==> config.mk <==
export PLATFORM = sky130hd
export DESIGN_NAME = md_sequencer
export DESIGN_NICKNAME = d
export VERILOG_FILES = /design/src/rtl/md_sequencer.sv
export SDC_FILE = /design/constraint.sdc
export NUM_CORES = 1
export LEC_CHECK = 0
export CORE_ASPECT_RATIO = 1.2
export CORE_UTILIZATION = 44
export CTS_BUF_LIST = sky130_fd_sc_hd__clkbuf_8
export DETAILED_ROUTE_END_ITERATION = 7
export HOLD_SLACK_MARGIN = 0.15
export PLACE_DENSITY = 0.93
export SYNTH_ARGS = -nofsm -noshare
export SYNTH_HDL_FRONTEND = slang
export SYNTH_SLANG_ARGS = --single-unit
==> constraint.sdc <==
create_clock -name clk -period 6.1 [get_ports clk]
set_clock_uncertainty 0.05 [all_clocks]
set_input_delay 1.22 -clock clk [delete_from_list [all_inputs] [get_ports clk]]
set_output_delay 1.22 -clock clk [all_outputs]
set_load 0.01 [all_outputs]
==> src/rtl/md_sequencer.sv <==
// ============================================================================
// Module      : md_sequencer
// Description : Issues one multiply/divide op at a time to the iterative units,
//               stalls the pipeline meanwhile and holds the writeback until ack.
//               Optional watchdog enabled by defining MD_TIMEOUT_EN.
// Revision    : 1.0 - initial release
// ============================================================================
`default_nettype none

module md_sequencer #(
    parameter int WIDTH      = 32,
    parameter int MAX_CYCLES = 40,
    parameter int CNT_W      = 6
) (
    input  logic             clk,
    input  logic             reset,
    input  logic             req_valid,
    input  logic             req_is_div,
    input  logic [WIDTH-1:0] req_a,
    input  logic [WIDTH-1:0] req_b,
    input  logic [4:0]       req_rd,
    input  logic             flush,
    output logic             busy,
    output logic             start_mult,
    output logic             start_div,
    output logic [WIDTH-1:0] op_a,
    output logic [WIDTH-1:0] op_b,
    input  logic [WIDTH-1:0] mult_result,
    input  logic             mult_ready,
    input  logic             mult_ovf,
    input  logic [WIDTH-1:0] div_result,
    input  logic             div_ready,
    input  logic             div_exc,
    output logic             wb_valid,
    output logic [4:0]       wb_rd,
    output logic [WIDTH-1:0] wb_data,
    output logic             wb_exc,
    input  logic             wb_ack
);

    typedef enum logic [1:0] {
        S_IDLE  = 2'd0,
        S_START = 2'd1,
        S_WAIT  = 2'd2,
        S_DONE  = 2'd3
    } state_t;

    localparam logic [CNT_W-1:0] C_CNT_SAT = CNT_W'(MAX_CYCLES);

    state_t             r_state;
    state_t             w_next;
    logic               r_is_div;
    logic [4:0]         r_rd;
    logic [WIDTH-1:0]   r_op_a;
    logic [WIDTH-1:0]   r_op_b;
    logic [WIDTH-1:0]   r_wb_data;
    logic               r_wb_exc;
    logic [CNT_W-1:0]   r_cnt;

    logic               w_accept;
    logic               w_unit_ready;
    logic [WIDTH-1:0]   w_unit_result;
    logic               w_unit_exc;
    logic               w_take;
    logic               w_timeout;

    assign w_accept      = (r_state == S_IDLE) && req_valid && !flush;
    assign w_unit_ready  = r_is_div ? div_ready  : mult_ready;
    assign w_unit_result = r_is_div ? div_result : mult_result;
    assign w_unit_exc    = r_is_div ? div_exc    : mult_ovf;

    // r_cnt is zero only in the first WAIT cycle, where ready may still be
    // left over from the previous operation.
    assign w_take = (r_state == S_WAIT) && !flush && (r_cnt != '0) && w_unit_ready;

`ifdef MD_TIMEOUT_EN
    assign w_timeout = (r_state == S_WAIT) && !flush && !w_take &&
                       (r_cnt == CNT_W'(MAX_CYCLES - 1));
`else
    assign w_timeout = 1'b0;
`endif

    assign op_a    = r_op_a;
    assign op_b    = r_op_b;
    assign wb_rd   = r_rd;
    assign wb_data = r_wb_data;
    assign wb_exc  = r_wb_exc;

    always_ff @(posedge clk or posedge reset) begin
        if (reset) begin
            r_state <= S_IDLE;
        end else begin
            r_state <= w_next;
        end
    end

    always_comb begin
        w_next     = r_state;
        busy       = 1'b0;
        start_mult = 1'b0;
        start_div  = 1'b0;
        wb_valid   = 1'b0;
        case (r_state)
            S_IDLE: begin
                busy = req_valid;
                if (w_accept) begin
                    w_next = S_START;
                end
            end
            S_START: begin
                busy = 1'b1;
                if (flush) begin
                    w_next = S_IDLE;
                end else begin
                    start_mult = !r_is_div;
                    start_div  = r_is_div;
                    w_next     = S_WAIT;
                end
            end
            S_WAIT: begin
                busy = 1'b1;
                if (flush) begin
                    w_next = S_IDLE;
                end else if (w_take || w_timeout) begin
                    w_next = S_DONE;
                end
            end
            S_DONE: begin
                wb_valid = 1'b1;
                busy     = !wb_ack;
                if (flush || wb_ack) begin
                    w_next = S_IDLE;
                end
            end
            default: begin
                w_next = S_IDLE;
            end
        endcase
    end

    always_ff @(posedge clk or posedge reset) begin
        if (reset) begin
            r_is_div  <= 1'b0;
            r_rd      <= '0;
            r_op_a    <= '0;
            r_op_b    <= '0;
            r_wb_data <= '0;
            r_wb_exc  <= 1'b0;
            r_cnt     <= '0;
        end else begin
            if (w_accept) begin
                r_is_div <= req_is_div;
                r_rd     <= req_rd;
                r_op_a   <= req_a;
                r_op_b   <= req_b;
            end
            // Saturating so a long wait never wraps back into the guard cycle.
            if (r_state == S_START) begin
                r_cnt <= '0;
            end else if ((r_state == S_WAIT) && (r_cnt != C_CNT_SAT)) begin
                r_cnt <= r_cnt + 1'b1;
            end
            if (w_take) begin
                r_wb_data <= w_unit_result;
                r_wb_exc  <= w_unit_exc;
            end else if (w_timeout) begin
                r_wb_data <= '0;
                r_wb_exc  <= 1'b1;
            end
        end
    end

endmodule

`default_nettype wire
==> metrics.md <==
| Metric | Value |
|---|---|
| Status | `complete, no violations` |
| Reg2reg path depth | `4` |
| Share of layout cells above drive strength 1 | `0.154` |
| DIE AREA | `10,900 µm²` |
| DRC | `0` |
| Period utilization | `0.632` |
| Hold Path Class | `register to register` |
| Clk root buf | `clkbuf_8` |
| Sequential share of the synthesized area | `0.600` |
| Dpl hpwl | `9.35 mm` |
| Commonest non-fill, non-tap cell in the layout | `clkdlybuf4s50_1` |
| Number of synthesized flops with an enable pin | `0` |
| Clock Latency Late Sink | `0.35 ns` |
| Mapped Cells | `351` |
| Pleak | `3.22 nW` |
| Syn_nets | `500` |
| Die Span X | `95.7 µm` |
| Cell area after synthesis | `4630 µm²` |
| Rows | `40` |
| Fmax | `260 MHz` |
| H-tree Lvls | `3` |
| Antenna-violating nets left | `0` |
| Vias in the first global route | `3,954` |
| RSZ-0062 raised after global routing | `false` |
| Area Overhead vs Synth | `59.7%` |
| Initial Util | `0.458` |
| TritonCTS buffer count | `9` |
| CTS Buffer Depth | `2` |
| Final Hold Vio Count | `0` |
| Number of port buffers | `248` |
| Worst-path maximum fanout | `6` |
| VDD IR max | `0.271 mV` |
| WL final | `12.2 mm` |
| Setup violations, final | `0` |
| Most frequent cells in the layout | `248 x clkdlybuf4s50_1, 110 x dfrtp_1, 71 x mux2_2, 42 x nor2_1, 36 x a21oi_1` |
| Hold Buf Count CTS | `0` |
| Final slew viol count | `0` |
| ANT cells | `0` |
| Top Ports | `249` |
| Critical Path Start Type | `input port` |
| First-pass GRT wire length | `18.4 mm` |
| GP Congestion | `0.771` |
| Rel. slew slack | `0.241` |
| Core box area | `10,100 µm²` |
| Average cell area after synthesis | `13.2 µm²` |
| TritonCTS clock tree | `yes` |
| Period minus WS final | `3.85 ns` |
| Largest net degree at the start of global routing | `71` |
| Antenna violations before repair | `0` |
| Critical Path End Type | `output port` |
| Worst slew pin tran | `1.14 ns` |
| Critical Path RT | `4.83 ns` |
| Die Y | `114 µm` |
| Drt wl/cell | `16.8 µm` |
| Clock Pin Slew Worst Setup and Hold Paths | `0.09 ns` |
| DRT iter0 DRCs | `99` |
| Via count | `3,615` |
| Syn. warnings | `0` |
| Hold Crit Depth | `1` |
| DRT Pass-1 Iters | `4` |
| CTS resizes | `0` |
| Pwr per Cell Area | `419 nW/µm²` |
| Max_cap viols | `0` |
| Total track usage | `0.224` |
| # clock sinks | `111` |
| Crit path DAT | `2.58 ns` |
| Final Net Count | `743` |
| Setup TNS | `0 ns` |
| Vias per cell | `4.99` |
| Total Power | `3.10 mW` |
| Flop and latch count out of synthesis | `111` |
| Worst setup path class | `input port to output port` |
| # Post-CTS Setup Buffers | `0` |
| Top FF cell, synth | `dfrtp_1` |
| Total gr overflow | `0` |
| Async SR Flop Fraction | `1.00` |
| Seq. cell area | `2780 µm²` |
| Multi-input logic area | `1730 µm²` |
| Fill cell count | `671` |
| Unique cell type count in the Yosys netlist | `27` |
[layer usage]
metal  up-vias  part of all wire  GRT usage
met5         -                 0          0
li1       1699                 -          -
met3        18             0.099     0.0823
met2       165              0.54      0.427
met4         0             0.020     0.0786
met1      1733              0.34      0.214
[registers in the layout, summed over array words and instances (netlist names)]
name      count
wb_exc        1
r_is_div      1
op_a         32
wb_data      32
r_state       2
r_cnt         6
wb_rd         5
op_b         32
[per-stage QoR]
stage	cells	cell area [µm²]	setup slack (ns)	hold WS, ns	util
2_1_floorplan	351	4630	1.90	0.471	-
3_3_place_gp	709	7190	2.26	0.437	0.711
3_5_place_dp	709	7190	2.25	0.443	0.711
4_1_cts	725	7400	2.26	0.464	0.732
5_1_grt	725	7400	2.16	0.477	0.732
6_report	725	7400	2.25	0.463	0.732
[synth_stat cells, types with 2 or more instances]
cell | instances | area, µm²
buf_6 | 4 | 45.0
nand2_1 | 5 | 18.8
mux2i_1 | 34 | 340
dfrtp_1 | 111 | 2780
ha_1 | 6 | 75.1
a21oi_1 | 36 | 180
nand4_1 | 2 | 12.5
nand2b_1 | 2 | 12.5
clkbuf_1 | 12 | 45.0
inv_1 | 8 | 30.0
xor2_1 | 3 | 26.3
o21ai_0 | 2 | 10.0
nor2_1 | 42 | 158
mux2_2 | 71 | 800
[power by group]
| group | internal (mW) | leakage (nW) | switching, mW | total [mW] |
|---|---|---|---|---|
| clock network | 0.221 | 0.114 | 0.230 | 0.451 |
| registers | 1.03 | 1.38 | 0.216 | 1.25 |
| logic | 0.891 | 1.74 | 0.511 | 1.40 |
[cell type report]
class,instances,area share
Clock inverter,4,0.00592
Inverter,8,0.00440
Timing Repair Buffer,250,0.337
Clock buffer,12,0.0223
Sequential cell,111,0.375
Multi-Input combinational cell,214,0.233
Tap cell,126,0.0213
[logic make-up (layout without fill, tap and decap cells)]
logic type / after synthesis / after routing / synth area share
flops: 111 / 111 / 0.600
mux: 105 / 105 / 0.246
simple gates: 57 / 57 / 0.0532
compound gates: 42 / 42 / 0.0491
buf+inv: 26 / 274 / 0.0284
fa+ha+maj: 6 / 6 / 0.0162
xor+xnor: 4 / 4 / 0.00756
[final timing paths]
| kind | start | to | slack [ns] |
|---|---|---|---|
| hold / removal | op_a[17] | op_a[17] | 0.46 |
| setup / recovery | flush | start_mult | 2.25 |
| hold reg to reg | op_a[17] | op_a[17] | 0.46 |
| max in group asynchronous | reset | r_is_div | 3.58 |
| setup reg to reg | r_is_div | r_state[1] | 3.20 |
| min in group asynchronous | reset | op_a[20] | 1.31 |
[critical path, stage by stage]
cell and delay (ns):
clkdlybuf4s50_1 0.49, nand2b_1 0.23, nor2_1 0.10, clkdlybuf4s50_1 0.55
Power figures use the tool's default switching activity.
